### config.mk
export PLATFORM = sky130hd
export DESIGN_NAME = iob_spi_fl_arbiter
export DESIGN_NICKNAME = d
export VERILOG_FILES = /design/src/rtl/iob_spi_fl_arbiter.sv
export SDC_FILE = /design/constraint.sdc
export NUM_CORES = 1
export LEC_CHECK = 0
export CAP_MARGIN = 10
export CORE_AREA = 2 2 173 175
export CTS_BUF_LIST = sky130_fd_sc_hd__clkbuf_8
export CTS_CLUSTER_DIAMETER = 150
export DETAILED_ROUTE_END_ITERATION = 10
export DIE_AREA = 0 0 175 177
export GPL_ROUTABILITY_DRIVEN = 0
export PLACE_DENSITY_LB_ADDON = 0.1
export SYNTH_ARGS = -nofsm -noshare
export SYNTH_HDL_FRONTEND = slang
export SYNTH_SLANG_ARGS = --single-unit
### constraint.sdc
create_clock -name clk_i -period 16.75 [get_ports clk_i]
set_input_delay 3.35 -clock clk_i [delete_from_list [all_inputs] [get_ports clk_i]]
set_output_delay 3.35 -clock clk_i [all_outputs]
set_load 0.02 [all_outputs]
### src/rtl/iob_spi_fl_arbiter.sv
// Round-robin arbiter/sequencer sharing the spi_master_fl core between the cache read port and FL_* registers.
// Optional watchdog enabled by defining SPI_FL_ARB_TIMEOUT_EN.
module iob_spi_fl_arbiter #(
  parameter int DATA_W    = 32,
  parameter int CADDR_W   = 24,
  parameter int TIMEOUT_W = 16
) (
  input  logic              clk_i,
  input  logic              arst_i,
  input  logic              soft_rst_i,
  input  logic              c_valid_i,
  input  logic [CADDR_W-1:0] c_addr_i,
  input  logic [31:0]       c_cmd_i,
  input  logic [31:0]       c_cmdtp_i,
  output logic              c_ready_o,
  output logic [DATA_W-1:0] c_rdata_o,
  input  logic              s_valid_i,
  input  logic [31:0]       s_addr_i,
  input  logic [31:0]       s_cmd_i,
  input  logic [31:0]       s_cmdtp_i,
  input  logic [DATA_W-1:0] s_datain_i,
  output logic              s_ready_o,
  output logic [DATA_W-1:0] s_rdata_o,
  output logic              fl_validflag_o,
  output logic [31:0]       fl_address_o,
  output logic [31:0]       fl_command_o,
  output logic [31:0]       fl_commandtp_o,
  output logic [DATA_W-1:0] fl_datain_o,
  input  logic [DATA_W-1:0] fl_dataout_i,
  input  logic              fl_tready_i,
  output logic              busy_o,
  output logic              owner_o,
  output logic              timeout_o
);

  typedef enum logic [2:0] {IDLE, ISSUE, WAIT_BUSY, WAIT_DONE, RESP} state_t;

  state_t            state_q, state_d;
  logic              owner_q, owner_d;
  logic [31:0]       addr_q, addr_d;
  logic [31:0]       cmd_q, cmd_d;
  logic [31:0]       cmdtp_q, cmdtp_d;
  logic [DATA_W-1:0] datain_q, datain_d;
  logic [DATA_W-1:0] c_rdata_q, c_rdata_d;
  logic [DATA_W-1:0] s_rdata_q, s_rdata_d;
  logic              grant_s;

  // On a tie the requester that did not hold the core last wins.
  assign grant_s = s_valid_i & (~c_valid_i | ~owner_q);

`ifdef SPI_FL_ARB_TIMEOUT_EN
  logic [TIMEOUT_W-1:0] tcnt_q, tcnt_d, tcnt_inc;
  logic                 timeout_q, timeout_d;

  assign tcnt_inc  = tcnt_q + TIMEOUT_W'(1);
  assign timeout_o = timeout_q;
`else
  assign timeout_o = 1'b0;
`endif

  always_comb begin
    state_d   = state_q;
    owner_d   = owner_q;
    addr_d    = addr_q;
    cmd_d     = cmd_q;
    cmdtp_d   = cmdtp_q;
    datain_d  = datain_q;
    c_rdata_d = c_rdata_q;
    s_rdata_d = s_rdata_q;
`ifdef SPI_FL_ARB_TIMEOUT_EN
    tcnt_d    = tcnt_q;
    timeout_d = timeout_q;
`endif

    unique case (state_q)
      IDLE: begin
        if ((c_valid_i | s_valid_i) & fl_tready_i) begin
          state_d = ISSUE;
          owner_d = grant_s;
          if (grant_s) begin
            addr_d   = s_addr_i;
            cmd_d    = s_cmd_i;
            cmdtp_d  = s_cmdtp_i;
            datain_d = s_datain_i;
          end else begin
            addr_d   = 32'(c_addr_i);
            cmd_d    = c_cmd_i;
            cmdtp_d  = c_cmdtp_i;
            datain_d = '0;
          end
`ifdef SPI_FL_ARB_TIMEOUT_EN
          timeout_d = 1'b0;
`endif
        end
      end
      ISSUE: begin
        state_d = WAIT_BUSY;
`ifdef SPI_FL_ARB_TIMEOUT_EN
        tcnt_d = '0;
`endif
      end
      WAIT_BUSY: begin
        if (!fl_tready_i) state_d = WAIT_DONE;
      end
      WAIT_DONE: begin
        if (fl_tready_i) begin
          state_d = RESP;
          if (owner_q) s_rdata_d = fl_dataout_i;
          else         c_rdata_d = fl_dataout_i;
        end
      end
      RESP: state_d = IDLE;
      default: state_d = IDLE;
    endcase

`ifdef SPI_FL_ARB_TIMEOUT_EN
    // A normal completion in the same cycle wins over the watchdog.
    if (state_q == WAIT_BUSY || state_q == WAIT_DONE) begin
      tcnt_d = tcnt_inc;
      if ((&tcnt_inc) && state_d != RESP) begin
        state_d   = RESP;
        timeout_d = 1'b1;
        if (owner_q) s_rdata_d = '1;
        else         c_rdata_d = '1;
      end
    end
`endif

    if (soft_rst_i) begin
      state_d   = IDLE;
      owner_d   = 1'b1;
      addr_d    = '0;
      cmd_d     = '0;
      cmdtp_d   = '0;
      datain_d  = '0;
      c_rdata_d = '0;
      s_rdata_d = '0;
`ifdef SPI_FL_ARB_TIMEOUT_EN
      tcnt_d    = '0;
      timeout_d = 1'b0;
`endif
    end
  end

  always_ff @(posedge clk_i or posedge arst_i) begin
    if (arst_i) begin
      state_q   <= IDLE;
      owner_q   <= 1'b1;
      addr_q    <= '0;
      cmd_q     <= '0;
      cmdtp_q   <= '0;
      datain_q  <= '0;
      c_rdata_q <= '0;
      s_rdata_q <= '0;
    end else begin
      state_q   <= state_d;
      owner_q   <= owner_d;
      addr_q    <= addr_d;
      cmd_q     <= cmd_d;
      cmdtp_q   <= cmdtp_d;
      datain_q  <= datain_d;
      c_rdata_q <= c_rdata_d;
      s_rdata_q <= s_rdata_d;
    end
  end

`ifdef SPI_FL_ARB_TIMEOUT_EN
  always_ff @(posedge clk_i or posedge arst_i) begin
    if (arst_i) begin
      tcnt_q    <= '0;
      timeout_q <= 1'b0;
    end else begin
      tcnt_q    <= tcnt_d;
      timeout_q <= timeout_d;
    end
  end
`endif

  assign fl_validflag_o = (state_q == ISSUE);
  assign busy_o         = (state_q != IDLE);
  assign c_ready_o      = (state_q == RESP) & ~owner_q;
  assign s_ready_o      = (state_q == RESP) & owner_q;
  assign owner_o        = owner_q;
  assign fl_address_o   = addr_q;
  assign fl_command_o   = cmd_q;
  assign fl_commandtp_o = cmdtp_q;
  assign fl_datain_o    = datain_q;
  assign c_rdata_o      = c_rdata_q;
  assign s_rdata_o      = s_rdata_q;

endmodule

# Yosys cells after proc, flatten, opt, wreduce, memory -nomap -nowiden
# Index checks and enable logic that the tools add are counted.
# Widths: inputs -> output; s select.
[word_totals] regBits=196 in_bits=254 output_inout_bits=198 elab_cells=67
[op_classes] eq_ne=8 n_mux=32 bitwise_logic=8 reduce_logical=11
[ops] cell="$mux 32" n=24
[ops] cell="$mux 3" n=4
[ops] cell="$pmux 3 s4" n=1
[ops] cell="$reduce_bool 2->1" n=5
[ops] cell="$ne 3x3->1 const B" n=3
[ops] cell="$reduce_and 3->1" n=3
[ops] cell="$eq 3x2->1 const B" n=2
[ops] cell="$and 1x1->1" n=4
[ops] cell="$eq 3x1->1 const B" n=1
[ops] cell="$eq 3x3->1 const B" n=1
[ops] cell="$logic_not 3->1" n=1
[ops] cell="$mux 1" n=3
[ops] cell="$reduce_bool 3->1" n=1
[ops] cell="$ne 2x2->1 const B" n=1
[ops] cell="$not 1->1" n=2
[ops] cell="$or 1x1->1" n=2
[ops] cell="$reduce_and 2->1" n=1

# Longest topological paths before layout
[depth] word_depth=7 mapped_depth=6 ltp_nobuf=4

# Least setup slack after synthesis
# OpenSTA, ideal clock, no wires.
[synth_path] path_type="register -> output" startpoint="reg owner_q (netlist: owner_o)" endpoint="out s_ready_o" arrival_time_ns=1.392 t_required_ns=13.400 slack_ns=12.008 stages_incl_launch_ff=5 cell_sequence="dfstp_2 inv_1 clkbuf_1 clkbuf_1 nor2_1"
[synth_between] elab_chain_cells=1
[synth_lines] item="start, declared" line="39" rtl="logic owner_q, owner_d;"
[synth_lines] item="start signal, assigned" line="157" rtl="owner_q <= owner_d;"
[synth_lines] item="$and 1x1->1" line="182" rtl="assign s_ready_o = (state_q == RESP) & owner_q;"
[synth_lines] item="end, declared" line="22" rtl="output logic s_ready_o,"
# No other way between the ends.

# Final worst setup path
[layout_path] startpoint="in s_valid_i" endpoint="reg cmdtp_q[18] (netlist: fl_commandtp_o[18])"
[layout_between] elab_chain_cells=5 elab_cells_between_ends=9
[layout_lines] item="start, declared" line="17" rtl="input logic s_valid_i,"
[layout_lines] item="$and 1x1->1" line="49" rtl="assign grant_s = s_valid_i & (~c_valid_i | ~owner_q);"
[layout_lines] item="$mux 32" line="80" rtl="if (grant_s) begin"
[layout_lines] item="$mux 32" line="77" rtl="if ((c_valid_i | s_valid_i) & fl_tready_i) begin"
[layout_lines] item="$mux 32" line="75" rtl="unique case (state_q)"
[layout_lines] item="$mux 32" line="129" rtl="if (soft_rst_i) begin"
[layout_lines] item="end signal, assigned" line="160" rtl="cmdtp_q <= cmdtp_d;"
[layout_lines] item="end, declared" line="42" rtl="logic [31:0] cmdtp_q, cmdtp_d;"
# Parallel ways exist; a longest one is shown, timed or not. The select of a mux whose other input is x is not followed.
# A chain may end at the register's enable or synchronous reset.

==> impl_metrics.yaml <==
outcome:
  outcome: "complete, no violations"
worst_setup_path:
  critical_path_required_ns: 17.11
  crit_arrival_ns: 6.28
  crit_top_cell: "buf_4"
  cp_slowest_stage_delay_ns: 0.72
  reg2reg_depth: 6
  reg2reg_from: "owner_o"
  crit_slowest_cell: "a21boi_4"
  path_max_fanout: 72
  crit_path_start_kind: "primary input"
  reg2reg_slack_ns: 13.48
  critPathLaunch: "s_valid_i"
  reg2reg_to: "fl_commandtp_o[18]"
  worstSetupPathType: "in2reg"
  endpoint_kind: "flop"
  crit_chain: "clkdlybuf4s50_1 > a21boi_4 > buf_4 > buf_4 > nand2_1 > a311oi_1"
timing:
  worst_clock_skew_ns: 0.02439
  clock.fmax_mhz: 169.0
  worstMarginPinSlew_ns: 1.047
  grt_setup_unrepaired: "no"
  period_needed_ns: 5.916
  finalHoldViolations: 0
  tns_ns: 0
  drv_slew: 0
  finalSetupViolCount: 0
  finalCritPeriodShare_pct: 35.32
  maxSlewHeadroom_pct: 30.22
cells_and_area:
  fin_nets: 1624
  drive_above_1_share_pct: 4.194
  fin_area_mm2: 0.01410
  fin_cells: 1778
  syn_to_final_growth_pct: 54.60
  final_util_pct: 48.23
  nFillCells: 2877
floorplan:
  start_util_pct: 31.19
  dieArea_mm2: 0.03098
  die_h_um: 177
  fp.dieW_um: 175
  rows: 63
  pin_count: 452
  coreArea_mm2: 0.02924
yosys:
  syn_area_mm2: 0.009122
  yosys_most_used_dff: "dfrtp_1"
  ys_seq_area_share_pct: 53.78
  synth_top_area_share_pct: 53.49
  synth_cell_types: 30
  syn_avg_cell_area_um2: 9.077
  ys_seq_elements: 196
  synth_common_cells: "195 x dfrtp_1, 194 x a21oi_1, 177 x nand2_1, 96 x o21ai_0, 88 x a311oi_1"
  netlist_top_cells_area: "dfrtp_1 53%, a21oi_1 11%, a311oi_1 8.4%"
  yosys_warnings: 0
  yosysMostFrequentCell: "dfrtp_1"
  synth-async-reset-ratio_pct: 100.0
  synth.net_count: 1259
  synth_edf_count: 0
  synthCells: 1005
  yosysTopAreaCell: "dfrtp_1"
clocking:
  cts_root_buffer: "clkbuf_8"
  ctsHoldBuffers: 0
  post_cts_resized: 0
  clockBufferDepth: 2
  clock-sinks: 196
  htreeDepth: 4
  post_cts_buffers: 0
  numCtsBuffers: 17
  insertion_delay_ns: 0.48
  cts_tree: "done"
  clk_pin_slew_worst_paths_ns: 0.10
global_route:
  antenna_found_initial: 8
  grt_max_degree: 118
  grt_pass1_vias: 9337
  overflow: 0
  grtUsageTotal_pct: 23.71
  grt_pass1_wl_um: 56720
power:
  power.density_mw_per_mm2: 79.09
  p_int_uw: 740.9
  ir_drop_v: 0.00005243
  power_frac_clock_pct: 28.1
  switching_power_uw: 374.5
  p_seq_share_pct: 46.0
  pwr-share-comb_pct: 25.9
  power.leakage_nw: 5.478
  swShare_pct: 33.58
routing:
  via_count: 9378
  routed_wl_um: 37940
  drtIter0Drc: 764
  viasPerCell: 5.274
  postRouteAntennaNets: 0
  first_pass_iters: 5
  wl_per_cell_um: 21.34
  drc: 0
placed_design:
  dpl.cell_count: 1741
  hpwl_um: 24650
  port_buffers: 450
  postPlaceCellArea_mm2: 0.01370
job:
  drv_cap: 0
worst_hold_path:
  hold_start: "fl_datain_o[22]"
  hold_depth: 2
  hold_end: "fl_datain_o[22]"
  hold_path_class: "reg2reg"
## state kept, by name, indices dropped and copies added (netlist names)
signal	flops
fl_command_o	32
fl_commandtp_o	32
c_rdata_o	32
owner_o	1
state_q	3
s_rdata_o	32
fl_datain_o	32
fl_address_o	32
## metal layers
metal / routed length, µm / track usage, % / part of all wire [%]
met4: 874 / 7.917 / 2.3
met3: 3073 / 7.732 / 8.1
met5: 25 / 0 / 0.066
met1: 14670 / 29.17 / 39
met2: 19300 / 39.30 / 51
## area by class of cell
class,count,area [µm²],area share (%)
clock buffer,18,247.7,1.757
antenna,5,12.51,0.08872
tap,390,488.0,3.460
inverter,3,18.77,0.1331
timing repair buffer,466,4626,32.80
multi-input combinational,686,3662,25.97
sequential,196,4906,34.79
clock inverter,14,142.6,1.011
## worst max path at each step
stage,cells past startpoint,end,slack (ns)
global route,6,fl_address_o[23],10.62
detailed placement,6,fl_address_o[15],10.30
CTS,4,s_ready_o,10.81
global placement,6,fl_command_o[20],10.40
floorplan,1,c_rdata_o[0],8.06
finish,6,fl_commandtp_o[18],10.83
## power by group through the flow
stage | combinational [mW] | clock (mW) | sequential (mW)
final | 0.289 | 0.314 | 0.513
after global routing | 0.311 | 0.345 | 0.516
after CTS | 0.292 | 0.327 | 0.513
after floorplan | 0.112 | 0 | 0.552
after global placement | 0.292 | 0 | 0.521
after detailed placement | 0.291 | 0 | 0.521
## layout by cell type, fill, tap and decap left out, types with 3 or more instances in the layout
cell,count
clkdlybuf4s50_1,449
dfrtp_1,195
a21oi_1,194
nand2_1,177
o21ai_0,96
a311oi_1,88
nand3_1,64
nand4_1,40
clkbuf_8,18
buf_4,16
o21ai_1,8
diode_2,5
nor2_1,4
inv_8,4
inv_6,4
clkinv_8,3
## cell families after synthesis
family                 Yosys count  synth area share (%)
buffers and inverters          123                 6.323
AO/OA/AOI/OAI                  391                 25.31
flip-flops                     196                 53.78
AND/OR/NAND/NOR                294                 14.55
other                            1               0.04111
## critical path: cells and delay by family
kind	cells	cell delay, ns
compound gates	2	0.99
buf+inv	3	1.71
simple gates	1	0.14
## stage by stage
| step | hold WS, ns | worst slack [ns] | power, mW |
|---|---|---|---|
| final | 0.5403 | 10.83 | 1.115 |
| after global routing | 0.5608 | 10.62 | 1.172 |
| after CTS | 0.5466 | 10.81 | 1.132 |
| after detailed placement | 0.5330 | 10.30 | 0.8126 |
| after global placement | 0.5235 | 10.40 | 0.8128 |
| after floorplan | 0.5494 | 8.061 | 0.6635 |
Power figures use the tool's default switching activity.
